## src/rtl/serial_pattern_tx_if.sv

```systemverilog
// Load handshake and serial output bundle for serial_pattern_tx.
// The master modport is the pattern source; the slave modport is the transmitter.
interface serial_pattern_tx_if;
   logic [7:0] pat_data;
   logic [2:0] pat_len;
   logic [3:0] rep_cnt;
   logic       load_valid;
   logic       load_ready;
   logic       abort;
   logic       tx_bit;
   logic       tx_valid;
   logic       busy;
   logic       done;

   modport master (
      output pat_data, pat_len, rep_cnt, load_valid, abort,
      input  load_ready, tx_bit, tx_valid, busy, done
   );

   modport slave (
      input  pat_data, pat_len, rep_cnt, load_valid, abort,
      output load_ready, tx_bit, tx_valid, busy, done
   );
endinterface

```

## src/rtl/serial_pattern_tx.sv

```systemverilog
// Serialises a 1..8 bit pattern MSB-first, repeated 1..16 times with optional idle gaps
// between passes, and pulses done for one cycle on normal completion.
module serial_pattern_tx #(
   parameter bit          IDLE_LEVEL = 1'b1,
   parameter int unsigned GAP_CYCLES = 2
) (
   input logic               clk,
   input logic               reset,
   serial_pattern_tx_if.slave bus
);

   localparam bit       GapEn   = (GAP_CYCLES != 0);
   localparam logic [3:0] GapLoad = 4'(GAP_CYCLES - 1);

   typedef enum logic [1:0] {StIdle, StShift, StGap, StDone} state_e;

   state_e     state_q, state_d;
   logic [7:0] pat_q, pat_d;
   logic [2:0] len_q, len_d;
   logic [2:0] idx_q, idx_d;
   logic [3:0] rep_q, rep_d;
   logic [3:0] gap_q, gap_d;

   always_ff @(posedge clk) begin
      if (reset) begin
         state_q <= StIdle;
         pat_q   <= '0;
         len_q   <= '0;
         idx_q   <= '0;
         rep_q   <= '0;
         gap_q   <= '0;
      end else begin
         state_q <= state_d;
         pat_q   <= pat_d;
         len_q   <= len_d;
         idx_q   <= idx_d;
         rep_q   <= rep_d;
         gap_q   <= gap_d;
      end
   end

   always_comb begin
      state_d = state_q;
      pat_d   = pat_q;
      len_d   = len_q;
      idx_d   = idx_q;
      rep_d   = rep_q;
      gap_d   = gap_q;
      case (state_q)
         StIdle: begin
            if (bus.load_valid && !bus.abort) begin
               pat_d   = bus.pat_data;
               len_d   = bus.pat_len;
               idx_d   = bus.pat_len;
               rep_d   = bus.rep_cnt;
               state_d = StShift;
            end
         end
         StShift: begin
            if (bus.abort) begin
               state_d = StIdle;
            end else if (idx_q != 3'd0) begin
               idx_d = idx_q - 3'd1;
            end else if (rep_q == 4'd0) begin
               state_d = StDone;
            end else begin
               rep_d   = rep_q - 4'd1;
               idx_d   = len_q;
               gap_d   = GapLoad;
               state_d = GapEn ? StGap : StShift;
            end
         end
         StGap: begin
            // gap_q counts GAP_CYCLES-1 down to 0, giving exactly GAP_CYCLES idle cycles
            if (bus.abort) begin
               state_d = StIdle;
            end else if (gap_q == 4'd0) begin
               state_d = StShift;
            end else begin
               gap_d = gap_q - 4'd1;
            end
         end
         StDone:  state_d = StIdle;
         default: state_d = StIdle;
      endcase
   end

   logic load_ready, tx_bit, tx_valid, busy, done;

   always_comb begin
      load_ready = 1'b0;
      tx_bit     = IDLE_LEVEL;
      tx_valid   = 1'b0;
      busy       = 1'b0;
      done       = 1'b0;
      case (state_q)
         // reset is the only input reaching an output: ready must drop while it is held
         StIdle:  load_ready = !reset;
         StShift: begin
            tx_bit   = pat_q[idx_q];
            tx_valid = 1'b1;
            busy     = 1'b1;
         end
         StGap:   busy = 1'b1;
         StDone:  done = 1'b1;
         default: ;
      endcase
   end

   assign bus.load_ready = load_ready;
   assign bus.tx_bit     = tx_bit;
   assign bus.tx_valid   = tx_valid;
   assign bus.busy       = busy;
   assign bus.done       = done;

endmodule

```

## src/flat_wrapper.sv

```systemverilog
// flat-port wrapper written by rule: the top's interface ports become plain ports
module serial_pattern_tx_flat 
#(
   parameter bit          IDLE_LEVEL = 1'b1,
   parameter int unsigned GAP_CYCLES = 2
)
  (clk, reset, bus_pat_data, bus_pat_len, bus_rep_cnt, bus_load_valid, bus_abort, bus_load_ready, bus_tx_bit, bus_tx_valid, bus_busy, bus_done);
  serial_pattern_tx_if bus_i ();
  input logic clk;
  input logic reset;
  input wire logic [$bits(bus_i.pat_data)-1:0] bus_pat_data;
  input wire logic [$bits(bus_i.pat_len)-1:0] bus_pat_len;
  input wire logic [$bits(bus_i.rep_cnt)-1:0] bus_rep_cnt;
  input wire logic [$bits(bus_i.load_valid)-1:0] bus_load_valid;
  input wire logic [$bits(bus_i.abort)-1:0] bus_abort;
  output wire logic [$bits(bus_i.load_ready)-1:0] bus_load_ready;
  output wire logic [$bits(bus_i.tx_bit)-1:0] bus_tx_bit;
  output wire logic [$bits(bus_i.tx_valid)-1:0] bus_tx_valid;
  output wire logic [$bits(bus_i.busy)-1:0] bus_busy;
  output wire logic [$bits(bus_i.done)-1:0] bus_done;
  assign bus_i.pat_data = bus_pat_data;
  assign bus_i.pat_len = bus_pat_len;
  assign bus_i.rep_cnt = bus_rep_cnt;
  assign bus_i.load_valid = bus_load_valid;
  assign bus_i.abort = bus_abort;
  assign bus_load_ready = bus_i.load_ready;
  assign bus_tx_bit = bus_i.tx_bit;
  assign bus_tx_valid = bus_i.tx_valid;
  assign bus_busy = bus_i.busy;
  assign bus_done = bus_i.done;
  serial_pattern_tx #(.IDLE_LEVEL(IDLE_LEVEL), .GAP_CYCLES(GAP_CYCLES)) u_core (.clk(clk), .reset(reset), .bus(bus_i));
endmodule
```

## config.mk

```make
export PLATFORM = sky130hd
export DESIGN_NAME = serial_pattern_tx_flat
export DESIGN_NICKNAME = d
export VERILOG_FILES = /design/src/rtl/serial_pattern_tx_if.sv /design/src/rtl/serial_pattern_tx.sv /design/src/flat_wrapper.sv
export SDC_FILE = /design/constraint.sdc
export NUM_CORES = 1
export LEC_CHECK = 0
export ABC_AREA = 1
export CAP_MARGIN = 20
export CORE_UTILIZATION = 47
export DETAILED_ROUTE_END_ITERATION = 12
export HOLD_SLACK_MARGIN = 0.12
export PLACE_DENSITY = 0.81
export SLEW_MARGIN = 20
export SYNTH_ARGS = -nofsm -noshare
export SYNTH_HDL_FRONTEND = slang
export SYNTH_SLANG_ARGS = --single-unit
```

## constraint.sdc

```tcl
create_clock -name clk -period 1.3 [get_ports clk]
set_input_delay 0.325 -clock clk [delete_from_list [all_inputs] [get_ports clk]]
set_output_delay 0.325 -clock clk [all_outputs]
set_load 0.1 [all_outputs]
```

==> Word level (Yosys, flattened, before mapping) <==
Index checks and enable logic that the tools add are counted.
W data, S select, Z words.
{ "word_totals": {"elab_cells": 67, "reg_bits": 24, "in_bits": 19, "output_inout_bits": 5} }
{ "classes": {"n_reduce_logical": 15, "n_mux": 30, "order_cmp": 1, "addsub": 3, "eq_ne": 12} }
{ "op_table": {"columns": ["op", "n"], "rows": [
  ["$mux W4", 9],
  ["$pmux W4 S2", 2],
  ["$mux W3", 4],
  ["$mux W2", 5],
  ["$ne A2 B2 Y1 const B", 5],
  ["$logic_not A4 Y1", 2],
  ["$pmux W2 S4", 1],
  ["$sub A4 B1 Y4 const B", 2],
  ["$mux W1", 7],
  ["$ne A3 B2 Y1 const B", 2],
  ["$pmux W3 S2", 1],
  ["$reduce_and A6 Y1", 1],
  ["$reduce_and A5 Y1", 1],
  ["$eq A2 B2 Y1 const B", 2],
  ["$lt A3 B4 Y1 const B", 1],
  ["$reduce_and A4 Y1", 1],
  ["$reduce_bool A2 Y1", 2],
  ["$bmux W1 S3", 1],
  ["$ne A3 B3 Y1 const B", 1],
  ["$reduce_and A3 Y1", 1],
  ["$reduce_bool A3 Y1", 1],
  ["$sub A3 B1 Y3 const B", 1],
  ["$eq A2 B1 Y1 const B", 1],
  ["$logic_not A1 Y1", 2],
  ["other kinds (5)", 5]
]} }

==> Depth between registers and ports, before layout <==
Gate-level depths: netlist of the first run.
{ "depth": {"word_depth": 5, "depth_mapped": 11, "ltp_nobuf": 10} }

==> Worst setup path after synthesis of the first run <==
OpenSTA, ideal clock, no wires.
{ "synth_path": {"kind": "register to output", "startpoint": "reg u_core.state_q[0]", "endpoint": "out bus_load_ready", "path_buffers": 0, "slack_ns": -0.928, "stages_incl_launch_ff": 5, "arrival_ns": 1.903, "required_ns": 0.975, "path_cell_list": "dfxtp_1 inv_1 ha_1 inv_1 nor2_1"} }
{ "synth_between": {"elab_chain_cells": 2} }
{ "synth_rtl": {"columns": ["element", "line_no", "rtl"], "rows": [
  ["start, declared", "serial_pattern_tx.sv:17", "state_e state_q, state_d;"],
  ["start signal, assigned", "serial_pattern_tx.sv:26", "state_q <= StIdle;"],
  ["start signal, assigned", "serial_pattern_tx.sv:33", "state_q <= state_d;"],
  ["$logic_not A2 Y1", "serial_pattern_tx.sv:96", "case (state_q)"],
  ["$mux W1", "serial_pattern_tx.sv:96", null],
  ["end, declared", "flat_wrapper.sv:16", "output wire logic [$bits(bus_i.load_ready)-1:0] bus_load_ready;"]
]} }
No other way between the ends.

==> Worst setup path in the final report of the first run <==
Ends and elaborated chain as after synthesis.

==> results.cfg, run 1 <==
[status]
status = finished with violations
failed_checks = design-rule violations, negative setup slack

[critical_path]
cp-end-kind = output pin
setup.worst_path.class = reg -> out
critPathMaxStageDelay_ns = 0.38
slowest_stage = dfxtp_4
crit_path_start = u_core.state_q[0]$_SDFFE_PP0P_
cpMostUsedCell = inv_4
critPathRequiredTime_ns = 0.98
rr_startpoint = u_core.state_q[1]$_SDFFE_PP0P_
critPathBufInv = 4
worstPathCellList = buf_6 -> inv_4 -> ha_4 -> inv_4 -> nor2_4 -> buf_12
path_delay_family = buffers and inverters
arrival_ns = 1.36
worstPathMaxFanout = 3
worst_setup_path_start_kind = register

[power_and_ir_drop]
combPwrFrac_pct = 74.8
switchingPower_mw = 3.330
seq_power_share_pct = 18.1
switching_share_pct = 49.91
irDropWorstVdd_mv = 2.065
fin_total_pwr_mw = 6.673
intPower_mw = 3.343
leakage_nw = 1.010
cellPowerDensity_nw_per_um2 = 2881
power.share.clock_pct = 7.1

[die]
die_h_um = 58.07
num_rows = 19
pin_count = 24
die-area_um2 = 3372
die_x_um = 58.07
core_area_um2 = 2877
start_util_pct = 51.37

[drt]
postRouteAntennaNets = 0
routed-via-count = 1549
highest_layer = met4
drcViolationCount = 3
drt_wl_total_mm = 3.886
wl_per_cell_um = 12.38
first_iter_violations = 71
viasPerCell = 4.933
met2WireLength_mm = 1.876
drt-pass1-iter-count = 8
met3_length_um = 139
drt-met1-wl_mm = 1.787

[global_route]
grt_max_degree = 23
antenna_found_initial = 0
grt_pass1_wl_mm = 6.492
track_usage_pct = 25.12
grt_overflow_total = 0
first_global_vias = 1486

[cts]
clock-sinks = 24
cts_tree = yes
clk_pin_slew_ns = 0.13
tritoncts.num_buffers = 3
htreeDepth = 1
clockBufferDepth = 2
clkLatencyLatePin_ns = 0.33
cts_root_buffer = clkbuf_4

[sta]
fin_hold_ws_ns = 0.4615
rsz0062_at_grt = true
worst_pin_slew_ns = 0.2603
clock.fmax_ghz = 0.5936
drv_slew = 0
skew_ns = 0.007392
fin_crit_sh_pct = 129.6
worst_slack_ns = -0.3847
fin_crit_ns = 1.685
relSlewSlack_pct = 82.65
report.final.hold_viol_count = 0
setup_viol = 29

[yosys]
synth_area_um2 = 1478
ys_warn_count = 0
synth_edf_count = 0
syn_avg_cell_area_um2 = 6.567
seq_area_frac_synth_pct = 32.51
ys_ff_latch = 24
async_flop_share_pct = 0
synth_ff_type = dfxtp_1
syn-num-nets = 254
netlist_instances = 225
ys_types = 26

[flow_run]
max_cap_violations = 0

[finish]
instances_no_fill = 314
final_common_cell = nand2_1
fillers = 170
n_antenna_cell = 0
fin_area_um2 = 2316
drive_gt1_share_pct = 34.19
mostFrequentLayoutCells = nand2_1, nor2_1, inv_1, buf_4, dfxtp_1
area_growth_pct = 56.73
finalNetCount = 302

[placement]
hpwl_mm = 2.416
pre_cts_ws_ns = -0.3279
placed_area_um2 = 2033
numPortBuffers = 23
gp_congestion = 0.8489
dp.cells = 302

[min_path]
hold_class = reg -> reg
min_from = u_core.len_q[1]$_SDFFE_PP0P_
[layout make-up]
class	count	area, um2	share of cell area, %
Multi-Input combinational cell	161	1069	46.14
Sequential cell	24	493.0	21.29
Tap cell	42	52.55	2.269
Clock buffer	4	47.55	2.053
Timing Repair Buffer	50	518.0	22.37
Inverter	33	136.4	5.889
[layer usage]
layer	vias to the layer above	track usage, %
li1	807	-
met1	694	31.63
met2	36	41.38
met3	12	5.804
met4	0	10.20
met5	-	0
[logic make-up (layout without fill, tap and decap cells)]
group | after synthesis | after routing | share of synthesized area (%)
buf+inv | 40 | 87 | 11.18
simple gates | 105 | 105 | 32.01
compound gates | 46 | 46 | 15.83
fa+ha+maj | 10 | 10 | 8.467
flops | 24 | 24 | 32.51
[metrics by stage]
step	TNS, ns	util (%)
3_3_place_gp	-4.312	70.68
6_report	-3.997	80.51
3_5_place_dp	-4.803	70.68
4_1_cts	-3.098	78.90
2_1_floorplan	-0.6859	-
5_1_grt	-5.726	80.51
[Yosys cell counts, drive strengths merged (6+ instances only)]
cell	number	share of area, %
a21oi	18	6.1
buf	6	2.5
dfxtp	24	33
ha	10	8.5
inv	33	8.4
nand2	48	14
nand3	13	4.7
nor2	40	12
o21ai	26	8.8
[worst min-delay path: stages (launching register included)]
cell     delay, ns
dfxtp_1       0.33
inv_1         0.05
a21oi_1       0.05
[registers in the layout, summed over array words and instances (netlist names)]
register / cells
u_core.gap_q: 4
u_core.idx_q: 3
u_core.len_q: 3
u_core.pat_q: 8
u_core.rep_q: 4
u_core.state_q: 2
[final timing paths]
kind / end / slack (ns) / cells after the start
worst max-delay path: bus_load_ready / -0.38 / 6
worst min-delay path: u_core.len_q[1]$_SDFFE_PP0P_ / 0.46 / 2
worst max register to register: u_core.idx_q[1]$_SDFFE_PP0P_ / -0.22 / 10
worst min register to register: u_core.len_q[1]$_SDFFE_PP0P_ / 0.46 / 2
[power groups by stage]
| stage | clock [mW] | combinational (mW) | sequential [mW] |
|---|---|---|---|
| 6_report | 0.475 | 4.99 | 1.21 |
| 5_1_grt | 0.522 | 5.39 | 1.23 |
| 4_1_cts | 0.485 | 4.70 | 1.20 |
| 3_5_place_dp | 0 | 4.13 | 1.18 |
| 3_3_place_gp | 0 | 4.04 | 1.18 |
| 2_1_floorplan | 0 | 3.12 | 1.13 |
[repair_timing]
item | 4_1_cts | 5_1_grt
resized for setup | 34 | 12
buffers inserted | 9 | 2
setup endpoints to repair | 18 | 29
hold buffers | 0 | 0
pin swaps | 12 | 9
Power figures use the tool's default switching activity.
==> run 2: changes to the inputs <==
- CTS_BUF_LIST: unset -> sky130_fd_sc_hd__clkbuf_16
==> run 2 against run 1 <==
Effect of this change: the run still ends with design-rule violations, negative setup slack left; via count grew 11%; register-to-register slack lost 0.02 ns; non-clock buffer count grew 3; final cell count grew 0.96%; sequential share of layout area shrank 1.8 points; design area grew 9.9%; worst hold slack lost 0.018 ns; global-route usage shrank 1.7 points; clock skew shrank 0.0029 ns; clock power grew 73%; die area is the same; maximum frequency grew 0.65%; largest cell class unchanged.
==> results.cfg, run 2 (synthesis results as in run 1) <==
[status]
status = finished with violations
failed_checks = design-rule violations, negative setup slack

[cts]
clk_pin_slew_ns = 0.06
clockBufferDepth = 2
cts_tree = yes
clkLatencyLatePin_ns = 0.27
htreeDepth = 1
cts_hold_buf = 0
tritoncts.num_buffers = 3
clock-sinks = 24
cts_root_buffer = clkbuf_16

[critical_path]
reg2reg_to = u_core.gap_q[1]$_SDFFE_PP0P_
crit_path_start = u_core.idx_q[1]$_SDFFE_PP0P_
reg2reg_setup_slack_ns = -0.24
setup.worst_path.class = reg -> out
critPathRequiredTime_ns = 0.98
arrival_ns = 1.35
endpoint = bus_tx_bit
rr_worst_depth = 10
worstPathMaxFanout = 4
cp-end-kind = output pin
rr_startpoint = u_core.state_q[1]$_SDFFE_PP0P_
worst_setup_path_start_kind = register

[power_and_ir_drop]
leakage_nw = 1.090
irDropWorstVdd_mv = 2.410
power.share.clock_pct = 10.4
switching_share_pct = 49.63
intPower_mw = 3.975
fin_total_pwr_mw = 7.892
seq_power_share_pct = 16.1
switchingPower_mw = 3.917
cellPowerDensity_nw_per_um2 = 3100
combPwrFrac_pct = 73.5

[placement]
pre_cts_ws_ns = -0.3279
gp_congestion = 0.8489
hpwl_mm = 2.416
placed_area_um2 = 2033
dp.cells = 302
numPortBuffers = 23

[finish]
multi_input_area_um2 = 1155
top_register = u_core.pat_q
fin_area_um2 = 2546
finalNetCount = 305
reg_top3 = u_core.pat_q x8, u_core.gap_q x4, u_core.rep_q x4
area_growth_pct = 72.31
largest_reg_flops = 8
final_util_pct = 88.52
mostFrequentLayoutCells = nand2_1, nor2_1, inv_1
drive_gt1_share_pct = 42.18
fillers = 122
instances_no_fill = 317
final_common_cell = nand2_1
seqCellArea_um2 = 495.5
n_antenna_cell = 0

[die]
core_area_um2 = 2877
start_util_pct = 51.37
die_h_um = 58.07
die_x_um = 58.07
num_rows = 19
pin_count = 24
die-area_um2 = 3372

[global_route]
antenna_found_initial = 0
track_usage_pct = 23.38
grt_pass1_wl_mm = 6.161
grt_max_degree = 23
grt_overflow_total = 0
first_global_vias = 1385

[drt]
drt_wl_total_mm = 5.303
postRouteAntennaNets = 0
drt-pass1-iter-count = 9
first_iter_violations = 107
drcViolationCount = 3
routed-via-count = 1727
wl_per_cell_um = 16.73
viasPerCell = 5.448

[sta]
fin_crit_ns = 1.674
worst_pin_slew_ns = 0.3353
rsz0062_at_grt = true
drv_slew = 0
relSlewSlack_pct = 77.56
setup_viol = 29
fin_hold_ws_ns = 0.4438
fin_crit_sh_pct = 128.8
clock.fmax_ghz = 0.5975
report.final.hold_viol_count = 0
worst_slack_ns = -0.3738
tns_ns = -4.426
skew_ns = 0.004464

[flow_run]
max_cap_violations = 0

[min_path]
hold_class = reg -> reg
## run 2: cell count changes in the layout (fill, tap and decap cells not counted), sizes merged
cell | before | now
clkbuf | 4 | 6
buf | 32 | 33
## run 2: power groups by stage
stage          clock (mW)  combinational, mW  sequential (mW)
2_1_floorplan           0               3.12             1.13
3_5_place_dp            0               4.13             1.18
4_1_cts             0.809               4.56             1.21
6_report            0.822               5.80             1.27
5_1_grt             0.847               6.13             1.28
3_3_place_gp            0               4.04             1.18
## run 2: worst min path at each step
stage          depth (start not counted)                    startpoint                            to  slack [ns]
6_report                               2  u_core.len_q[1]$_SDFFE_PP0P_  u_core.len_q[1]$_SDFFE_PP0P_        0.44
5_1_grt                                2  u_core.len_q[1]$_SDFFE_PP0P_  u_core.len_q[1]$_SDFFE_PP0P_        0.45
4_1_cts                                2  u_core.len_q[1]$_SDFFE_PP0P_  u_core.len_q[1]$_SDFFE_PP0P_        0.45
3_5_place_dp                           2  u_core.len_q[1]$_SDFFE_PP0P_  u_core.len_q[1]$_SDFFE_PP0P_        0.44
3_3_place_gp                           2  u_core.len_q[1]$_SDFFE_PP0P_  u_core.len_q[1]$_SDFFE_PP0P_        0.43
2_1_floorplan                          1                         reset  u_core.gap_q[2]$_SDFFE_PP0P_        0.39
## run 2: timing repair
item | CTS | global route
setup endpoints to repair | 18 | 29
setup buffers | 4 | 6
gates resized for setup | 28 | 50
pin swaps | 10 | 19
endpoints found under the hold margin | 0 | 0
cloned | 0 | 2
## run 2: layer usage
| metal | GRT usage (%) | routed length (um) | up-vias |
|---|---|---|---|
| met5 | 0 | 0 | - |
| met4 | 3.401 | 140 | 0 |
| met3 | 4.911 | 329 | 18 |
| met2 | 40.07 | 2703 | 83 |
| met1 | 30.90 | 2128 | 808 |
| li1 | - | - | 818 |
## run 2: final cells by class
type	count	share of cell area [%]
Clock buffer	4	3.931
Inverter	33	5.651
Sequential cell	24	19.46
Timing Repair Buffer	53	23.54
Multi-Input combinational cell	161	45.36
Tap cell	42	2.064
## run 2: worst max-delay path, cell delays in order, from the launching register on
cell and delay, ns:
dfxtp_4 0.38, buf_6 0.12, a21oi_2 0.10, o21ai_1 0.09
nand3_1 0.13, nand3_4 0.10, buf_12 0.17
==> RTL change 1, RTL diff (settings of run 2) <==
Encoding of `state_e`: now one-hot (4 bits for 4 states).
--- a/src/rtl/serial_pattern_tx.sv
+++ b/src/rtl/serial_pattern_tx.sv
@@ -12,7 +12,7 @@
    localparam bit       GapEn   = (GAP_CYCLES != 0);
    localparam logic [3:0] GapLoad = 4'(GAP_CYCLES - 1);
 
-   typedef enum logic [1:0] {StIdle, StShift, StGap, StDone} state_e;
+   typedef enum logic [3:0] {StIdle = 4'b0001, StShift = 4'b0010, StGap = 4'b0100, StDone = 4'b1000} state_e;
 
    state_e     state_q, state_d;
    logic [7:0] pat_q, pat_d;
Function: no difference found for any inputs over 10 cycles, from zero or initial values and one cycle with reset high; not proved beyond that.
==> RTL change 1 against run 2 <==
Critical endpoint is now u_core.idx_q[1]; synthesized cell count fell by 1.3%; highest routed layer unchanged; worst setup slack lost 0.24 ns; design area rose by 12%; area after synthesis is 0.17% higher; count of clock-buffer cells in the layout down 1; sequential cell count grew 2; wire length rose by 58%; the flow still finishes with violations (design-rule violations, negative setup slack).
Power is not compared: it rests on default switching activity, and its combinational part moved more than twofold at a synthesized area within 25%.
==> RTL change 1: results <==
metrics = {
    "status": {
        "run_status": "finished, violations left",
        "failing_checks": "design-rule violations, negative setup slack",
    },
    "layout": {
        "final_layout_size_suffix_gt1_frac": 0.532,
        "final_net_count": 318,
        "fillers": 87,
    },
    "global_routing": {
        "grt_first_pass_wirelength_um": 9370,
        "vias_in_the_first_global_route": 1932,
        "grt_usage": 0.377,
        "pin_count_of_the_biggest_net_entering_global_routing": 24,
    },
    "placed_design": {
        "place.detailed.hpwl_um": 2770,
        "gp_congestion": 0.799,
    },
    "min_path": {
        "hold_path.startpoint": "u_core.len_q[2]",
        "worst_hold_path_type": "reg2reg",
    },
    "sta": {
        "tns_ns": -7.84,
        "timing.final.setup_violations": 31,
        "setup_ws_ns": -0.614,
        "slew-limit-headroom": 0.728,
        "fin_worst_skew_ns": 0.00408,
    },
    "critical_path": {
        "largest_stage_delay_worst_path_ns": 0.36,
        "crit_start": "u_core.idx_q[0]",
        "crit_family": "simple AND/OR/NAND/NOR gates",
    },
    "synthesis": {
        "ys_types": 27,
        "synthTopCellsByCount": "37 x sky130_fd_sc_hd__nand2_1, 31 x sky130_fd_sc_hd__nor2_1, 30 x sky130_fd_sc_hd__inv_1",
        "synth.net_count": 246,
        "synth.yosys.seq_area_share": 0.352,
    },
    "detailed_routing": {
        "drt_drc_violations_left": 1,
        "detailedRoute.firstIterationViolations": 230,
        "vias": 2147,
        "detail_route.wirelength_um": 8410,
    },
}
==> RTL change 1: cell families (layout without fill, tap and decap cells) <==
logic type / Yosys count / in the layout / synth area share
and+or+nand+nor: 98 / 98 / 0.303
buffers and inverters: 39 / 110 / 0.108
adders and majority gates: 5 / 5 / 0.0423
AOI/OAI and AO/OA: 52 / 52 / 0.183
xor gates and xnor gates: 2 / 2 / 0.0118
DFF: 26 / 26 / 0.352
==> RTL change 1: stage by stage <==
| step | setup slack, ns | utilization | total power, mW | std cells | cell area [µm²] |
|---|---|---|---|---|---|
| after global routing | -0.572 | 0.945 | 4.00 | 337 | 2860 |
| after global placement | -0.316 | 0.712 | 2.10 | 317 | 2160 |
| after CTS | -0.370 | 0.848 | 3.36 | 331 | 2570 |
| final | -0.614 | 0.945 | 3.94 | 337 | 2860 |
| after floorplan | -0.261 | - | 1.69 | 222 | 1580 |
| after detailed placement | -0.389 | 0.712 | 2.13 | 317 | 2160 |
==> RTL change 1: timing repair <==
action                     CTS  global route
setup buffers                8             6
setup endpoints to repair   28            31
gates cloned                 2             0
pin swaps                   26            35
gates resized for setup     67            70
==> RTL change 1: where the power goes <==
part | internal, mW | leakage, nW | switching, mW
combinational | 0.807 | 0.909 | 1.14
sequential | 0.909 | 0.217 | 0.138
clock | 0.615 | 0.0511 | 0.331
total | 2.33 | 1.18 | 1.61
==> RTL change 1: routing by layer <==
metal / routed length [µm] / global-route usage / share of wire / vias to the layer above
met2: 3550 / 0.598 / 0.42 / 211
li1: - / - / - / 860
met5: 0 / 0 / 0 / -
met1: 2840 / 0.456 / 0.34 / 996
met3: 1200 / 0.0938 / 0.14 / 80
met4: 812 / 0.238 / 0.097 / 0
==> RTL change 1: worst paths after layout <==
kind                     end  slack (ns)  depth (start not counted)
min          u_core.len_q[2]        0.47                          2
max          u_core.idx_q[1]       -0.61                         11
min reg2reg  u_core.len_q[2]        0.47                          2
max reg2reg  u_core.idx_q[1]       -0.61                         11
==> RTL change 1: layout make-up <==
| type | instances | area (µm²) | area share |
|---|---|---|---|
| timing repair buffer | 74 | 791 | 0.276 |
| sequential | 26 | 543 | 0.190 |
| clock inverter | 1 | 30.0 | 0.0105 |
| multi-input combinational | 157 | 1230 | 0.430 |
| inverter | 32 | 138 | 0.0481 |
| clock buffer | 3 | 75.1 | 0.0262 |
| tap | 44 | 55.1 | 0.0192 |
==> RTL change 2, RTL diff (flow settings as in run 2) <==
Without the edit above. `IDLE_LEVEL` is set to 1'b1 in 2 places; all go to 1'b0.
--- a/src/rtl/serial_pattern_tx.sv
+++ b/src/rtl/serial_pattern_tx.sv
@@ -1,7 +1,7 @@
 // Serialises a 1..8 bit pattern MSB-first, repeated 1..16 times with optional idle gaps
 // between passes, and pulses done for one cycle on normal completion.
 module serial_pattern_tx #(
-   parameter bit          IDLE_LEVEL = 1'b1,
+   parameter bit          IDLE_LEVEL = 1'b0,
    parameter int unsigned GAP_CYCLES = 2
 ) (
    input logic               clk,
--- a/src/flat_wrapper.sv
+++ b/src/flat_wrapper.sv
@@ -1,7 +1,7 @@
 // flat-port wrapper written by rule: the top's interface ports become plain ports
 module serial_pattern_tx_flat 
 #(
-   parameter bit          IDLE_LEVEL = 1'b1,
+   parameter bit          IDLE_LEVEL = 1'b0,
    parameter int unsigned GAP_CYCLES = 2
 )
   (clk, reset, bus_pat_data, bus_pat_len, bus_rep_cnt, bus_load_valid, bus_abort, bus_load_ready, bus_tx_bit, bus_tx_valid, bus_busy, bus_done);
Behaviour: not the same (Yosys sat finds a counterexample within 4 cycles, from zero or initial values and one cycle with reset high).
==> RTL change 2 against run 2 <==
The run now fails in global routing (5_1_grt); area after synthesis about the same.
==> RTL change 2: results <==
metrics = {
    "status": {
        "run_status": "aborted with a tool error",
        "flow.stopped_at": "global routing (5_1_grt)",
        "firstError": "[ERROR DPL-0033] detailed placement checks failed during check placement.",
    },
    "synthesis": {
        "async_reset_ff_frac": 0,
        "post_synth_main_area_contributors": "sky130_fd_sc_hd__dfxtp_1 33%, sky130_fd_sc_hd__nand2_1 11%, sky130_fd_sc_hd__nor2_1 9.2%",
        "ys.flop_type": "sky130_fd_sc_hd__dfxtp_1",
        "yosysWarnings": 0,
        "syn_avg_cell_area_um2": 6.59,
        "synth.net_count": 253,
        "ys_types": 26,
        "synthTopCellsByCount": "42 x sky130_fd_sc_hd__nand2_1, 36 x sky130_fd_sc_hd__nor2_1, 25 x sky130_fd_sc_hd__inv_1",
        "synth.yosys.seq_area_share": 0.325,
        "ys_seq_elements": 24,
    },
    "placed_design": {
        "place_area_um2": 2080,
        "numPortBuffers": 23,
        "place.detailed.hpwl_um": 2490,
        "gp_congestion": 0.800,
        "numPlacedInstances": 309,
    },
    "clock_tree": {
        "h-tree-depth": 1,
        "cts_made_buffers": 3,
        "clock_root_buffer": "sky130_fd_sc_hd__clkbuf_16",
        "cts-root-to-sink-buffers": 2,
    },
    "sta": {
        "grt-worst-endpoint": "bus_tx_bit",
        "worst_path_end_type": "output port",
    },
    "global_routing": {
        "grt_antenna_before_repair": 0,
        "pin_count_of_the_biggest_net_entering_global_routing": 24,
    },
    "floorplan": {
        "die_w_um": 58.0,
    },
}
## RTL change 2: repair_timing
item,4_1_cts
pin swaps,31
cloned,3
resized for setup,82
setup buffers,11
endpoints found under the setup margin,29
## RTL change 2: kinds of logic after synthesis
logic type | after synthesis | synth area share
and+or+nand+nor | 105 | 0.323
AOI/OAI and AO/OA | 46 | 0.158
buffers and inverters | 39 | 0.108
DFF | 24 | 0.325
adders and majority gates | 10 | 0.0847
## RTL change 2: through the flow
| step | util | hold WS [ns] | setup slack [ns] |
|---|---|---|---|
| after detailed placement | 0.723 | 0.433 | -0.346 |
| after floorplan | - | 0.394 | -0.132 |
| after global placement | 0.723 | 0.430 | -0.290 |
| after CTS | 0.911 | 0.458 | -0.331 |
